**config.mk**
```make
export PLATFORM = sky130hd
export DESIGN_NAME = binary_search_guesser
export DESIGN_NICKNAME = d
export VERILOG_FILES = /design/src/rtl/binary_search_guesser.sv
export SDC_FILE = /design/constraint.sdc
export NUM_CORES = 1
export LEC_CHECK = 0
export ABC_AREA = 1
export CAP_MARGIN = 0
export CORE_MARGIN = 2
export CORE_UTILIZATION = 65
export CTS_BUF_LIST = sky130_fd_sc_hd__clkbuf_2 sky130_fd_sc_hd__clkbuf_4 sky130_fd_sc_hd__clkbuf_8
export DETAILED_ROUTE_END_ITERATION = 7
export GPL_TIMING_DRIVEN = 0
export MAX_ROUTING_LAYER = met4
export PLACE_DENSITY = 0.94
export SYNTH_ARGS = -nofsm -noshare
export SYNTH_HDL_FRONTEND = slang
export SYNTH_SLANG_ARGS = --single-unit
```
**constraint.sdc**
```tcl
create_clock -name clk -period 4.7 [get_ports clk]
set_clock_uncertainty 0.1 [all_clocks]
set_input_delay 0.94 -clock clk [delete_from_list [all_inputs] [get_ports clk]]
set_output_delay 0.94 -clock clk [all_outputs]
set_load 0.05 [all_outputs]
```
**src/rtl/binary_search_guesser.sv**
```systemverilog
// Binary-search guesser: drives given_number into a magnitude comparator and
// narrows [lo, hi] on each eq/gt/lt answer until the hidden value is found.
module binary_search_guesser #(
    parameter int unsigned N  = 8,
    parameter int unsigned CW = 4
) (
    input  logic          clk,
    input  logic          rst_n,
    input  logic          start,
    input  logic          resp_valid,
    input  logic          eq,
    input  logic          gt,
    input  logic          lt,
    output logic [N-1:0]  given_number,
    output logic          guess_valid,
    output logic          done,
    output logic          found,
    output logic          error,
    output logic [CW-1:0] guess_count
);

    // lo/hi carry one extra bit so mid+1 / mid-1 never wrap
    localparam int unsigned LW = N + 1;
    localparam logic [LW-1:0] HI_INIT = LW'((1 << N) - 1);
    localparam logic [CW-1:0] CNT_MAX = '1;

    typedef enum logic [1:0] {
        IDLE,
        SEARCH,
        DONE
    } state_t;

    state_t        state, state_n;
    logic [LW-1:0] lo, lo_n;
    logic [LW-1:0] hi, hi_n;
    logic [LW-1:0] mid;
    logic [N-1:0]  given_number_n;
    logic          done_n, found_n, error_n;
    logic [CW-1:0] guess_count_n;

    // lo + hi never exceeds 2*(2^N-1), so the LW-bit sum cannot overflow
    assign mid         = (lo + hi) >> 1;
    assign guess_valid = (state == SEARCH);

    always_ff @(posedge clk or negedge rst_n) begin
        if (!rst_n) begin
            state        <= IDLE;
            lo           <= '0;
            hi           <= HI_INIT;
            given_number <= '0;
            done         <= 1'b0;
            found        <= 1'b0;
            error        <= 1'b0;
            guess_count  <= '0;
        end else begin
            state        <= state_n;
            lo           <= lo_n;
            hi           <= hi_n;
            given_number <= given_number_n;
            done         <= done_n;
            found        <= found_n;
            error        <= error_n;
            guess_count  <= guess_count_n;
        end
    end

    always_comb begin
        state_n        = state;
        lo_n           = lo;
        hi_n           = hi;
        given_number_n = given_number;
        done_n         = done;
        found_n        = found;
        error_n        = error;
        guess_count_n  = guess_count;

        case (state)
            IDLE, DONE: begin
                if (start) begin
                    state_n        = SEARCH;
                    lo_n           = '0;
                    hi_n           = HI_INIT;
                    given_number_n = N'(HI_INIT >> 1);
                    guess_count_n  = '0;
                    done_n         = 1'b0;
                    found_n        = 1'b0;
                    error_n        = 1'b0;
                end
            end
            SEARCH: begin
                if (resp_valid) begin
                    if (guess_count != CNT_MAX) begin
                        guess_count_n = guess_count + CW'(1);
                    end
                    case ({eq, gt, lt})
                        3'b100: begin
                            found_n = 1'b1;
                            done_n  = 1'b1;
                            state_n = DONE;
                        end
                        3'b010: begin
                            // new lo = mid+1 exceeds hi exactly when mid == hi
                            if (mid >= hi) begin
                                error_n = 1'b1;
                                done_n  = 1'b1;
                                state_n = DONE;
                            end else begin
                                lo_n           = mid + LW'(1);
                                given_number_n = N'((mid + LW'(1) + hi) >> 1);
                            end
                        end
                        3'b001: begin
                            // new hi = mid-1 drops below lo exactly when mid == lo (covers mid == 0)
                            if (mid <= lo) begin
                                error_n = 1'b1;
                                done_n  = 1'b1;
                                state_n = DONE;
                            end else begin
                                hi_n           = mid - LW'(1);
                                given_number_n = N'((lo + mid - LW'(1)) >> 1);
                            end
                        end
                        default: begin
                            error_n = 1'b1;
                            done_n  = 1'b1;
                            state_n = DONE;
                        end
                    endcase
                end
            end
            default: state_n = IDLE;
        endcase
    end

endmodule

```
==> run summary, run 1 <==
===========================================================================================
Result of the run ............................................................ finished clean
Register-to-register path setup slack ........................................      0.87 ns
Delay of the slowest cell on the worst path ..................................      0.45 ns
# port buffers ...............................................................           22
Wire length of the first global-routing pass .................................     16.46 mm
Count of final hold-check violations .........................................            0
Vias .........................................................................         3575
Ports placed on the boundary .................................................           23
Storage element area .........................................................    885.9 µm²
Slew Limit Headroom ..........................................................       42.83%
Number of buffers created by CTS .............................................            5
Asr flop ratio synth .........................................................       100.0%
DRC violation count after routing ............................................            0
Register-to-Register Path Depth ..............................................           19
HPWL after detailed placement ................................................     7.665 mm
Final Max Tran Viols .........................................................            0
Die Area .....................................................................     6431 µm²
Tightest Pin Transition ......................................................    0.8575 ns
Biggest fanout along the worst timing path ...................................            8
Number of antenna violations at the first check in global routing ............            0
Via density ..................................................................        5.909
Critical Path Slowest Stage Cell ............................................. sky130_fd_sc_hd__fa_1
Critical Path End Type .......................................................    flip-flop
Layout area overhead .........................................................       10.44%
Reg2reg start ................................................................        lo[0]
Cell repeated most along the worst path ...................................... sky130_fd_sc_hd__nand2_1
Starting density of the core .................................................       68.11%
Hold Startpoint ..............................................................         done
Class of the worst hold path .................................................   reg -> reg
Number of diodes added for antenna fixing ....................................            0
Clock tree from TritonCTS ....................................................         done
# clock sinks ................................................................           35
Gr ovfl total ................................................................            0
Synthesized instance count ...................................................          503
Total number of yosys warnings ...............................................            0
Capture endpoint of the worst hold path ......................................         done
Commonest register cell after synthesis ...................................... sky130_fd_sc_hd__dfrtp_1
Pin count of the biggest net entering global routing .........................           36
Clock network latency to the later pin of the worst-skew pair ................      0.30 ns
H-tree depth .................................................................            2
Max-capacitance violation count ..............................................            0
Die Width ....................................................................     80.20 µm
Master cell of the clock root buffer ......................................... sky130_fd_sc_hd__clkbuf_8
Post-CTS Hold Buffers ........................................................            0
Wire length per cell after detailed routing ..................................     16.05 µm
Final critical-path share of the clock period ................................       81.53%
Post-cts gate resize count ...................................................            0
Main area contributors after synthesis ....................................... sky130_fd_sc_hd__dfrtp_1 18%, sky130_fd_sc_hd__ha_1 15%, sky130_fd_sc_hd__nand2_1 12%
Nets .........................................................................          588
Standard-cell rows ...........................................................           27
Count of nets left with antenna violations after detail routing ..............            0
Number of setup violations in the final report ...............................            0
Fraction of layout instances using a drive strength above 1 ..................       17.07%
Crit Path Category ...........................................................   reg -> reg
Final WL .....................................................................     9.713 mm
1st-pass router iterations ...................................................            6
Total routing resource utilization after global routing ......................       33.90%
Number of cells on the worst hold path .......................................            2
Number of design-rule violations left by the first detailed-router iteration .          346
Total Neg Setup Slack ........................................................         0 ns
Mapped Area ..................................................................     3774 µm²
Vias in the first global route ...............................................         3429
Placeable core region ........................................................     5540 µm²
EDFF count, synth ............................................................            0
Post-CTS repair timing setup buffer count ....................................            0
Top cell type by total area after synthesis .................................. sky130_fd_sc_hd__dfrtp_1
Max Buffers Root-to-Sink .....................................................            2
Layout fillers ...............................................................          414
Synth Register Bits ..........................................................           35
Unique cell type count in the Yosys netlist ..................................           45
RSZ-0062 raised after global routing .........................................           no
Post-synthesis sequential area ratio .........................................       23.47%
Required time of the worst setup path ........................................      4.79 ns
Most common library cells after synthesis .................................... 120 x sky130_fd_sc_hd__nand2_1, 66 x sky130_fd_sc_hd__inv_1, 46 x sky130_fd_sc_hd__ha_1
Net count after synthesis ....................................................          559
Most numerous cell in the Yosys netlist ...................................... sky130_fd_sc_hd__nand2_1
Multi-input logic area .......................................................     2541 µm²
Worst Path Arrival ...........................................................      3.92 ns
Kind of start point of the critical path .....................................    flip-flop
Crit Reg-Reg Endpoint ........................................................ given_number[7]
Area share of the largest cell type after synthesis ..........................       17.90%
Vert. Die Dim ................................................................     80.20 µm
Highest attainable clock frequency ...........................................    261.0 MHz
Post-synthesis area per instance .............................................    7.502 µm²
Min cycle time layout ........................................................     3.832 ns
Global placement routability congestion ......................................       0.9534
Clock-pin transition on the worst setup and hold timing paths ................      0.08 ns
Critical-path cell list ...................................................... nand2_1, inv_1, fa_1, nand3_1, nand3_4, xnor2_4, inv_2, ha_1, ha_1, nand2_1, nand2_1, a31oi_1, o21ai_0, nand2_1, nand2_1, o21ai_0, nor2_1, nand2_1, nand2_1
===========================================================================================
## worst max-delay path: cells and delay by family (launching register included)
kind                       cells  cell delay [ns]
xor gates and xnor gates       1             0.37
buffers and inverters          2             0.19
AOI/OAI and AO/OA              3             0.65
and+or+nand+nor               10             0.84
DFF                            1             0.41
adders and majority gates      3             1.16
## worst max-delay path by stage
| stage | start | to | cells past startpoint |
|---|---|---|---|
| after floorplan | lo[0] | given_number[5] | 20 |
| after global placement | lo[0] | given_number[7] | 17 |
| after detailed placement | lo[0] | given_number[7] | 19 |
| after CTS | lo[0] | given_number[7] | 19 |
| after global routing | lo[0] | hi[4] | 17 |
| final | lo[0] | given_number[7] | 19 |
## through the flow
step	hold WS, ns	setup slack [ns]	util, %	cells	area (µm²)
after CTS	0.3857	0.9824	75.23	605	4168
after detailed placement	0.3690	1.003	73.62	597	4079
after global placement	0.3585	1.125	73.71	597	4084
after global routing	0.4173	0.6865	75.23	605	4168
final	0.3801	0.8682	75.23	605	4168
after floorplan	0.3906	1.453	-	503	3774
## registers in the layout, indices dropped and copies added, names as in the netlist
name and count:
found 1, error 1, lo 9, given_number 8, state 2, done 1
hi 9, guess_count 4
## cell families (layout without fill, tap and decap cells)
kind of cell	Yosys count	after routing	share of synthesized area, %
XOR/XNOR	15	15	4.178
buffers and inverters	86	116	9.185
adder cells (fa/ha/maj)	49	49	16.84
flip-flops	35	35	23.47
AND/OR/NAND/NOR	233	233	33.16
AO/OA/AOI/OAI	85	85	13.16
## metal layers
layer | global-route usage [%] | share of wire [%]
met3 | 3.371 | 6.0
met1 | 44.67 | 44
met2 | 54.67 | 47
met5 | - | 0
met4 | 12.03 | 2.6
## final cells by class
cell class,count,share of cell area [%]
plain buffers,7,1.021
flip-flops and latches,35,21.25
repair buffers,22,5.164
well taps,72,2.162
clock buffers,7,2.011
multi-input cells,382,60.97
clock inverters,1,0.1201
inverters,79,7.295
## placed cells by master (no fill, tap or decap), types with 5 or more instances in the layout
master                            instances
sky130_fd_sc_hd__nand2_1                120
sky130_fd_sc_hd__inv_1                   66
sky130_fd_sc_hd__ha_1                    46
sky130_fd_sc_hd__a21oi_1                 28
sky130_fd_sc_hd__o21ai_0                 28
sky130_fd_sc_hd__nand3_1                 27
sky130_fd_sc_hd__dfrtp_1                 27
sky130_fd_sc_hd__clkdlybuf4s50_1         21
sky130_fd_sc_hd__nor2_1                  20
sky130_fd_sc_hd__nand3_2                 11
sky130_fd_sc_hd__nand4_1                 11
sky130_fd_sc_hd__inv_2                   10
sky130_fd_sc_hd__nand2_2                  9
sky130_fd_sc_hd__xor2_1                   8
sky130_fd_sc_hd__o21ai_2                  8
sky130_fd_sc_hd__dfstp_2                  8
sky130_fd_sc_hd__nor2_4                   6
sky130_fd_sc_hd__nand3b_1                 5
sky130_fd_sc_hd__buf_2                    5
sky130_fd_sc_hd__xnor2_1                  5
sky130_fd_sc_hd__o21ai_1                  5
sky130_fd_sc_hd__clkbuf_8                 5
Power of run 1 is not shown: default switching activity piles up to over one toggle a cycle in this logic, so the estimate is an artifact.
==> run 2, diff against run 1 <==
- CORE_UTILIZATION: 65 -> 56
- PLACE_DENSITY: 0.94 -> 0.87
- clock period: 4.7 -> 3.21 ns (I/O delays scaled with it)
==> run 2 against run 1 <==
Effect of this change:
- the flow now finishes with violations (setup timing)
- cell area grew 25%
- via count up 19%
- flip-flop and latch count did not move
- final cell count is 7.4% higher
- critical path depth rose by 5
- critical endpoint unchanged
==> run summary, run 2 (synthesis results as in run 1) <==
===========================================================================================
Register-to-Register Path Depth ..............................................           24   was 19
Register-to-register path setup slack ........................................     -0.30 ns   was 0.87 ns
Critical-path cell list ...................................................... ha_4, nand2_1, nand2_1, inv_2, nand2_4, nand2_4, nand2_8, inv_8, nand3_4, nor2_4, nand2_2, nor2_2, nand3_1, nand2_1, inv_2, ha_4, nand2_4, o21a_1, o31ai_4, inv_1, nand3_2, nand3_2, nand2_1, nand2_1   was nand2_1, inv_1, fa_1, nand3_1, nand3_4, xnor2_4, inv_2, ha_1, ha_1, nand2_1, nand2_1, a31oi_1, o21ai_0, nand2_1, nand2_1, o21ai_0, nor2_1, nand2_1, nand2_1
Vert. Die Dim ................................................................     86.09 µm   was 80.20 µm
1st-pass router iterations ...................................................            6   unchanged
Count of nets left with antenna violations after detail routing ..............            0   unchanged
Kind of start point of the critical path .....................................    flip-flop   unchanged
Ports placed on the boundary .................................................           23   unchanged
Count of final hold-check violations .........................................            0   unchanged
Highest attainable clock frequency ...........................................    285.2 MHz   was 261.0 MHz
Crit Reg-Reg Endpoint ........................................................ given_number[7]   unchanged
Global placement routability congestion ......................................       0.9706   was 0.9534
H-tree depth .................................................................            2   unchanged
RSZ-0062 raised after global routing .........................................          yes   was no
Biggest fanout along the worst timing path ...................................            5   was 8
Final WL .....................................................................     14.22 mm   was 9.713 mm
Smallest setup slack after layout ............................................   -0.2958 ns   was 0.8682 ns
Result of the run ............................................................ finished, violations left   was finished clean
HPWL after detailed placement ................................................     7.524 mm   was 7.665 mm
Vias in the first global route ...............................................         3860   was 3429
Clock network latency to the later pin of the worst-skew pair ................      0.31 ns   was 0.30 ns
Slew Limit Headroom ..........................................................       41.60%   was 42.83%
Start point of the critical path .............................................        hi[2]   was lo[0]
Tightest Pin Transition ......................................................    0.8760 ns   was 0.8575 ns
Wire length of the first global-routing pass .................................     18.33 mm   was 16.46 mm
DRC violation count after routing ............................................            0   unchanged
Standard-cell rows ...........................................................           29   was 27
Number of design-rule violations left by the first detailed-router iteration .          470   was 346
Fraction of layout instances using a drive strength above 1 ..................       38.74%   was 17.07%
Total routing resource utilization after global routing ......................       32.01%   was 33.90%
Critical Path End Type .......................................................    flip-flop   unchanged
Required time of the worst setup path ........................................      3.31 ns   was 4.79 ns
Failing checks ............................................................... setup timing
Commonest cells after routing, fill and taps aside ........................... 104 x sky130_fd_sc_hd__nand2_1, 54 x sky130_fd_sc_hd__inv_1, 35 x sky130_fd_sc_hd__buf_4   was 120 x sky130_fd_sc_hd__nand2_1, 66 x sky130_fd_sc_hd__inv_1, 46 x sky130_fd_sc_hd__ha_1
# port buffers ...............................................................           22   unchanged
Layout area overhead .........................................................       38.33%   was 10.44%
Critical Path Slowest Stage Cell ............................................. sky130_fd_sc_hd__dfstp_2   was sky130_fd_sc_hd__fa_1
Master cell of the clock root buffer ......................................... sky130_fd_sc_hd__clkbuf_8   unchanged
Min cycle time layout ........................................................     3.506 ns   was 3.832 ns
Post-CTS Hold Buffers ........................................................            0   unchanged
Pin count of the biggest net entering global routing .........................           36   unchanged
Post-route insts no fill .....................................................          650   was 605
Final Max Tran Viols .........................................................            0   unchanged
Via density ..................................................................        6.566   was 5.909
Crit Path Category ...........................................................   reg -> reg   unchanged
Placed Cells .................................................................          602   was 597
Worst Path Arrival ...........................................................      3.61 ns   was 3.92 ns
Post-route cell area .........................................................     5220 µm²   was 4168 µm²
Gr ovfl total ................................................................            0   unchanged
Final critical-path share of the clock period ................................       109.2%   was 81.53%
Wire length per cell after detailed routing ..................................     21.87 µm   was 16.05 µm
Placeable core region ........................................................     6422 µm²   was 5540 µm²
Cell area after placement ....................................................     4100 µm²   was 4079 µm²
Number of buffers created by CTS .............................................            5   unchanged
Capturing instance or port of the critical path .............................. given_number[7]   unchanged
Number of antenna violations at the first check in global routing ............            0   unchanged
Die Width ....................................................................     86.09 µm   was 80.20 µm
Reg2reg start ................................................................        hi[2]   was lo[0]
Class of the worst hold path .................................................  in -> async   was reg -> reg
Pre-CTS WS ...................................................................   -0.5030 ns   was 1.003 ns
Vias .........................................................................         4268   was 3575
Die Area .....................................................................     7411 µm²   was 6431 µm²
Starting density of the core .................................................       58.76%   was 68.11%
Regs by FF count ............................................................. hi (9), lo (9), given_number (8)   unchanged
Nets .........................................................................          628   was 588
Most common library cell in the layout ignoring fill and taps ................ sky130_fd_sc_hd__nand2_1   unchanged
Delay of the slowest cell on the worst path ..................................      0.57 ns   was 0.45 ns
Max Buffers Root-to-Sink .....................................................            2   unchanged
Cell repeated most along the worst path ...................................... sky130_fd_sc_hd__nand2_1   unchanged
Number of setup violations in the final report ...............................           28   was 0
Max-capacitance violation count ..............................................            0   unchanged
Utilization after layout .....................................................       81.28%   was 75.23%
Number of diodes added for antenna fixing ....................................            0   unchanged
# clock sinks ................................................................           35   unchanged
Clock-pin transition on the worst setup and hold timing paths ................      0.08 ns   about the same
Clock tree from TritonCTS ....................................................         done   unchanged
===========================================================================================
run 2: cell types whose count changed in the layout (fill, tap and decap cells not counted), sizes merged:
cell	change
buf	+40
clkdlybuf4s50	-1
clkinv	+1
dlygate4sd2	+1
inv	-1
run 2: how the worst min path moves through the flow:
stage                     slack, ns  cells after the start               to
final                          0.34                      1  given_number[0]
after global placement         0.36                      2             done
after CTS                      0.38                      2  given_number[5]
after floorplan                0.25                      0             done
after global routing           0.40                      2  given_number[4]
after detailed placement       0.36                      2  given_number[5]
run 2: metal layers:
layer / share of wire (%) / GRT usage [%]
met2: 46 / 53.14
met1: 36 / 39.36
met4: 8.9 / 11.11
met3: 8.8 / 5.294
met5: 0 / -
run 2: cell type report:
cell class | count | area [µm²]
inverters | 79 | 329.1
clock inverters | 1 | 5.005
flip-flops and latches | 35 | 887.1
plain buffers | 7 | 61.31
repair buffers | 62 | 545.5
fillers | 349 | 1202
multi-input cells | 382 | 3212
clock buffers | 7 | 83.83
well taps | 77 | 96.34
run 2: repair_timing:
item                                    4_1_cts  5_1_grt
endpoints found under the setup margin       31       30
gates cloned                                  1        1
resized for setup                            51      101
setup buffers                                15       23
pin swaps                                    10       51
run 2: metrics by stage:
stage / hold WS (ns) / setup TNS, ns
after floorplan: 0.2464 / 0
after global placement: 0.3590 / -8.309
after detailed placement: 0.3644 / -10.69
after CTS: 0.3844 / -0.02416
after global routing: 0.4029 / -7.272
final: 0.3444 / -4.235
run 2: critical path: cells and delay by family, from the launching register on:
kind / cells / cell delay [ns]
buf+inv: 4 / 0.39
flops: 1 / 0.57
compound gates: 2 / 0.27
fa+ha+maj: 2 / 0.53
simple gates: 16 / 1.51
Power of run 2 is left out for the same reason.
